**src/rtl/instr_encoder.sv**
```systemverilog
// Packs MIPS instruction fields into 32-bit words and streams them into
// consecutive instruction-memory locations through a 2-entry write buffer.
module instr_encoder #(
    parameter int ADDR_W = 8,
    parameter int DEPTH  = 256
) (
    input  logic              CLK,
    input  logic              RST,
    input  logic              Start,
    input  logic [ADDR_W-1:0] Base_Addr,
    input  logic              In_Valid,
    output logic              In_Ready,
    input  logic              In_Last,
    input  logic [1:0]        Type_In,
    input  logic [5:0]        OpCode_In,
    input  logic [5:0]        Funct_In,
    input  logic [4:0]        Rs_In,
    input  logic [4:0]        Rt_In,
    input  logic [4:0]        Rd_In,
    input  logic [4:0]        Shamt_In,
    input  logic [15:0]       Imm_In,
    input  logic [25:0]       Target_In,
    output logic              IMem_WrEn,
    input  logic              IMem_Ready,
    output logic [ADDR_W-1:0] IMem_Addr,
    output logic [31:0]       IMem_WrData,
    output logic              Busy,
    output logic              Done,
    output logic              Err_Type,
    output logic              Err_Ovf,
    output logic [1:0]        Dbg_State
);
    typedef enum logic [1:0] {IDLE = 2'd0, RUN = 2'd1, DRAIN = 2'd2, DONE = 2'd3} state_t;
    localparam int CNT_W = $clog2(DEPTH + 1);

    state_t            state;
    logic [ADDR_W-1:0] base_q;
    logic [CNT_W-1:0]  acc_cnt;
    logic [ADDR_W-1:0] buf_addr [2];
    logic [31:0]       buf_data [2];
    logic              wr_ptr;
    logic              rd_ptr;
    logic [1:0]        count;
    logic              err_type_q;
    logic              err_ovf_q;

    logic              accept;
    logic              is_rsvd;
    logic              push;
    logic              pop;
    logic [31:0]       enc_word;
    logic [ADDR_W-1:0] wr_addr;

    // Handshakes: a bundle moves on In_Valid && In_Ready, a word on
    // IMem_WrEn && IMem_Ready; both sampled at the rising edge of CLK.
    assign In_Ready    = (state == RUN) && (count < 2'd2) && (acc_cnt < CNT_W'(DEPTH));
    assign accept      = In_Valid && In_Ready;
    assign is_rsvd     = (Type_In == 2'b11);
    assign push        = accept && !is_rsvd;
    assign IMem_WrEn   = (count != 2'd0);
    assign pop         = IMem_WrEn && IMem_Ready;
    assign IMem_Addr   = buf_addr[rd_ptr];
    assign IMem_WrData = buf_data[rd_ptr];
    assign Busy        = (state == RUN) || (state == DRAIN);
    assign Done        = (state == DONE);
    assign Err_Type    = err_type_q;
    assign Err_Ovf     = err_ovf_q;
    assign Dbg_State   = state;

    // Address wraps naturally at 2^ADDR_W through the truncating add.
    assign wr_addr = base_q + ADDR_W'(acc_cnt);

    always_comb begin
        enc_word = '0;
        case (Type_In)
            2'b00:   enc_word = {6'b000000, Rs_In, Rt_In, Rd_In, Shamt_In, Funct_In};
            2'b01:   enc_word = {OpCode_In, Rs_In, Rt_In, Imm_In};
            2'b10:   enc_word = {OpCode_In, Target_In};
            default: enc_word = '0;
        endcase
    end

    always_ff @(posedge CLK) begin
        if (RST) begin
            state       <= IDLE;
            base_q      <= '0;
            acc_cnt     <= '0;
            buf_addr[0] <= '0;
            buf_addr[1] <= '0;
            buf_data[0] <= '0;
            buf_data[1] <= '0;
            wr_ptr      <= 1'b0;
            rd_ptr      <= 1'b0;
            count       <= 2'd0;
            err_type_q  <= 1'b0;
            err_ovf_q   <= 1'b0;
        end else begin
            if (push) begin
                buf_addr[wr_ptr] <= wr_addr;
                buf_data[wr_ptr] <= enc_word;
                wr_ptr           <= ~wr_ptr;
                acc_cnt          <= acc_cnt + CNT_W'(1);
            end
            if (pop) begin
                rd_ptr <= ~rd_ptr;
            end
            count <= count + 2'(push) - 2'(pop);

            case (state)
                IDLE, DONE: begin
                    if (Start) begin
                        state      <= RUN;
                        base_q     <= Base_Addr;
                        acc_cnt    <= '0;
                        err_type_q <= 1'b0;
                        err_ovf_q  <= 1'b0;
                    end
                end
                RUN: begin
                    if (accept && is_rsvd) begin
                        err_type_q <= 1'b1;
                    end
                    // In_Last wins over the depth limit: a program that exactly fills DEPTH is not an overflow.
                    if (accept && In_Last) begin
                        state <= DRAIN;
                    end else if (push && (acc_cnt == CNT_W'(DEPTH - 1))) begin
                        state     <= DRAIN;
                        err_ovf_q <= 1'b1;
                    end
                end
                DRAIN: begin
                    if ((count == 2'd0) || ((count == 2'd1) && pop)) begin
                        state <= DONE;
                    end
                end
                default: state <= IDLE;
            endcase
        end
    end
endmodule

```
**config.mk**
```make
export PLATFORM = sky130hd
export DESIGN_NAME = instr_encoder
export DESIGN_NICKNAME = d
export VERILOG_FILES = /design/src/rtl/instr_encoder.sv
export SDC_FILE = /design/constraint.sdc
export NUM_CORES = 1
export LEC_CHECK = 0
export ABC_AREA = 1
export CAP_MARGIN = 15
export CORE_ASPECT_RATIO = 1.5
export CORE_MARGIN = 2
export CORE_UTILIZATION = 39
export CTS_CLUSTER_DIAMETER = 200
export DETAILED_ROUTE_END_ITERATION = 8
export GPL_TIMING_DRIVEN = 0
export MAX_ROUTING_LAYER = met4
export PLACE_DENSITY = 0.66
export SYNTH_ARGS = -nofsm -noshare
export SYNTH_HDL_FRONTEND = slang
export SYNTH_SLANG_ARGS = --single-unit
```
**constraint.sdc**
```tcl
create_clock -name CLK -period 3.7 [get_ports CLK]
set_clock_uncertainty 0.1 [all_clocks]
set_input_delay 0.37 -clock CLK [delete_from_list [all_inputs] [get_ports CLK]]
set_output_delay 0.37 -clock CLK [all_outputs]
set_load 0.1 [all_outputs]
```
=== Yosys cells after proc, flatten, opt, wreduce, memory -nomap -nowiden ===
Memories as Yosys holds them, arrays and structs flattened. A register that Yosys moved wholly into a read port is not among the register bits.
Index checks and enable logic that the tools add are counted.

* RAM bits: 80
* ROM bits: 0
* Word-level logic and storage cells: 86
* Bits in latches: 0
* Register bits: 25
* Bits of input ports: 90
* Output and inout bits: 48
* Memories: 2

{| class="wikitable"
|+ Memories
! memory !! words !! width !! rd ports !! clocked after memory_dff !! wr ports !! RTL line !! text
|-
| buf_data || 2 || 32 || 1 || 1 || 2 || 40 || <nowiki>logic [31:0] buf_data [2];</nowiki>
|-
| buf_addr || 2 || 8 || 1 || 1 || 2 || 39 || <nowiki>logic [ADDR_W-1:0] buf_addr [2];</nowiki>
|}

* Divide/modulo/power cells: 0
* Multiplexer cells: 30
* Reduce and logical (&&, ||, !) cells: 24
* $lt $le $gt $ge: 2
* Add/sub/neg operators: 4
* Shifts and indexed selects: 0
* Equality and inequality tests: 14
* Bitwise gates (word level): 2
* Multiply operators: 0

{| class="wikitable"
|+ Operators by type and width
! kind !! count
|-
| one-hot mux 32 bit (3 select lines) || 1
|-
| 2-to-1 mux 32 bit || 1
|-
| OR reduction 32 bit || 1
|-
| 2-to-1 mux 9 bit || 3
|-
| 2-to-1 mux 1 bit || 17
|-
| adder 9 x 1 -> 9 bit (second input constant) || 1
|-
| == test 9 x 8 -> 1 bit (second input constant) || 1
|-
| logical AND 1 bit || 9
|-
| < comparator 9 bit (second input constant) || 1
|-
| adder 8 bit || 1
|-
| == test 2 bit (second input constant) || 4
|-
| 2-to-1 mux 2 bit || 4
|-
| 2-to-1 mux 8 bit || 1
|-
| OR reduction 8 bit || 1
|-
| == test 2 x 1 -> 1 bit (second input constant) || 3
|-
| logical NOT 2 bit || 3
|-
| inequality test 2 x 1 -> 1 bit (second input constant) || 3
|-
| one-hot mux 2 bit (3 select lines) || 1
|-
| AND reduction 3 bit || 2
|-
| inequality test 2 bit (second input constant) || 2
|-
| one-hot mux 1 bit (2 select lines) || 2
|-
| AND reduction 4 bit || 1
|-
| nonzero test 2 bit || 2
|-
| inequality test 3 x 1 -> 1 bit (second input constant) || 1
|-
| other kinds (8) || 10
|}

=== Logic depth before layout (Yosys ltp) ===
* Depth after elaboration: 10
* Gate-level depth with buffers: 13
* Depth with buffers taken out: 13

=== Worst setup path before layout ===
OpenSTA, ideal clock, no wires.

* Path type: reg2reg
* Start point: register state[0], in the netlist Dbg_State[0]
* End point: memory buf_addr[0][0] (enable)
* Arrival time: 3.747 ns
* Stages on the path, launching flop included: 11
* Path buffers: 1
* Data required time: 3.202 ns
* Library setup time: 0.398 ns
* Path slack: -0.545 ns
* Clock period less this slack: 4.245 ns
* Cell sequence: dfxtp_1 ha_1 inv_1 nor3_4 nand2_2 nor2_4 inv_2 nor2_4 nand2_4 buf_6 nand2_1

{| class="wikitable"
|+ RTL lines
! item !! RTL line !! text
|-
| start, declared || 36 || <nowiki>state_t state;</nowiki>
|-
| start signal, assigned || 85 || <nowiki>state <= IDLE;</nowiki>
|-
| start signal, assigned || 112 || <nowiki>state <= RUN;</nowiki>
|-
| start signal, assigned || 125 || <nowiki>state <= DRAIN;</nowiki>
|-
| end, declared || 39 ||
|}

==> run metrics <==
status complete, no violations; crit end category output port; fin. max-slew vios 0; Seq. cell area 2924 sq um; Hold Path Sink rd_ptr; router iterations before antenna repair 4; RSZ-0062 raised after global routing false; total congestion overflow 0; detailed placement HPWL 9.759 mm; combinational power share 47.9%; Hold Vio Cnt, Final 0; worst vdd rail ir drop 0.0004963 V; number of global-route vias before repair 4338; Rel. slew slack 31.70%; hold path cells 1; Sink Count 106; Critical-path top delay cell clkdlybuf4s50_1; post-synthesis instance total 502; Main synth FF type edfxtp_1; Worst R2R Start Dbg_State[1]; CTS Hold Bufs 0; R2R setup slack 0.67 ns; Net Count, Synth 606; Least-Margin Pin Slew 1.021 ns; number of placed I/O pins 138; layout cells sized above 1 11.91%; Sw Pwr 2.054 mW; most frequent cells in the layout 137 x clkdlybuf4s50_1, 103 x nor2_1, 80 x edfxtp_1; CTS tree done; PortBufs 137; Total Routing Usage GR 18.56%; P per Cell Area 640.7 nW/um^2; Synth async-reset ratio 0%; number of max-cap violations 0; Clk Latency, worst-skew pair 0.35 ns; worst path cell trace buf_1, mux2_2, clkdlybuf4s50_1; Max Clock Freq 319.8 MHz; min-delay src rd_ptr; Switching Fraction 45.33%; 1st-iter DRT viols 120; Yosys reg bits 106; Netlist cell types 34; core area 13020 sq um; post-route minimum period 3.127 ns; final count of negative-setup-slack endpoints 0; RR Endpoint buf_data[1][15]; Seq/Total Area, Yosys 55.89%; EDFF count, synth 80; CTS H-Tree Depth 3; Post-Layout Inst Area 7073 sq um; leakage power 2.764 nW; Initial Utilization 40.18%; clock-pin slew on the worst setup and hold paths 0.07 ns; Layout fillers 1205; kind of critical path register to output port; Max clock buf depth 2; Clock Power Share 19.1%; pin count of the biggest net entering global routing 41; initial antenna violation count 1; Vias 4119; worst endpoint required time 3.23 ns; Flop pwr share 33.0%; Core Rows 51; die area 14370 sq um; Hold WS 0.3557 ns; WL final 12.94 mm; die width 98.55 um; clock root cell clkbuf_16; most common cell after layout, fill and taps aside clkdlybuf4s50_1; antenna-violating nets left 0; first-pass GRT wire length 20.58 mm; mapped cell area 5230 sq um; Via-to-Cell Ratio 5.054; Num CTS Buffers 9; post_cts resized 0; highest net fanout along the worst path 10; arrival time at the worst endpoint 2.66 ns; Area Growth Syn to Fin 35.24%; Yosys Warn Count 0; Pint 2.478 mW; residual DRC count 0; Fin Setup TNS 0 ns; number of setup buffers added after CTS 0; Die Ht 145.8 um; layout net count 754; final worst path period share 84.52%; reg2reg path depth 9; Mapped Avg Cell Area 10.42 sq um; Area after DPL 6807 sq um; routed len/inst 15.88 um; Min-Delay Path Class register to register; GP Congestion 0.8309; slowest stage delay, CP 1.14 ns; startpoint types register; area of the multi-input gates 1989 sq um
-- cell usage after synthesis, types with 8 or more instances --
cell,n,share of area (%)
edfxtp_1,80,46
nand2_1,44,3.2
nor3_1,9,0.86
clkbuf_1,8,0.57
nor2_1,103,7.4
inv_1,53,3.8
mux2_2,40,8.6
dfxtp_1,26,10
a21oi_1,28,2.7
o21ai_0,15,1.4
a22o_1,22,3.7
nand3_1,10,0.96
ha_1,13,3.1
-- power by group through the flow --
stage	Sequential (mW)	Clock [mW]	Combinational, mW
after floorplan	1.58	0	1.58
after global placement	1.51	0	2.17
after detailed placement	1.52	0	2.18
after CTS	1.49	0.883	2.19
after global routing	1.51	0.918	2.30
final	1.49	0.866	2.17
-- logic make-up after synthesis --
kind of cell    after synthesis  share of synthesized area, %
mux                          40                         8.612
simple gates                183                         15.17
fa+ha+maj                    14                         3.493
compound gates               73                         8.995
buf+inv                      76                         6.172
xor+xnor                     10                         1.675
flops                       106                         55.89
-- through the flow --
stage | power, mW | util, % | setup slack (ns) | instances
global placement | 3.678 | 52.29 | 0.3059 | 798
global route | 4.723 | 54.33 | 0.4266 | 815
CTS | 4.572 | 54.32 | 0.5017 | 814
finish | 4.532 | 54.33 | 0.5729 | 815
detailed placement | 3.704 | 52.29 | 0.2539 | 798
floorplan | 3.154 | - | 0.1108 | 502
-- worst max path at each step --
stage | cells past startpoint | to | slack, ns | startpoint
floorplan | 11 | buf_addr[0][0] | 0.11 | Dbg_State[1]
global placement | 7 | buf_data[1][12] | 0.31 | Type_In[0]
detailed placement | 7 | buf_data[1][6] | 0.25 | Type_In[0]
CTS | 3 | IMem_WrData[26] | 0.50 | register
global route | 3 | IMem_WrData[22] | 0.43 | register
finish | 3 | IMem_WrData[27] | 0.57 | register
-- cell type report --
cell class | instances | area share, %
diodes | 1 | 0.03538
plain buffers | 21 | 1.645
clock buffers | 11 | 3.290
clock inverters | 5 | 0.4422
inverters | 55 | 2.919
multi-input cells | 320 | 28.13
flip-flops and latches | 106 | 41.34
well taps | 159 | 2.813
repair buffers | 137 | 19.39
-- sequential cells by signal, indices dropped and copies added (netlist names), named ones only --
| name | flops |
|---|---|
| count | 2 |
| wr_ptr | 1 |
| rd_ptr | 1 |
| Dbg_State | 2 |
| buf_addr | 16 |
| Err_Type | 1 |
| base_q | 8 |
| acc_cnt | 9 |
| Err_Ovf | 1 |
| buf_data | 64 |
-- per-layer routing --
metal	up-vias	share of wire, %	track usage, %
met3	16	5.3	3.026
li1	2016	-	-
met5	-	0	-
met2	114	55	34.66
met1	1973	38	19.31
met4	0	1.8	6.644
-- critical path: cells and delay by family (launching register included) --
kind                   cells  cell delay [ns]
buffers and inverters      2             1.65
DFF                        1             0.38
muxes                      1             0.28
No activity file was read; power rests on OpenSTA's default activity.
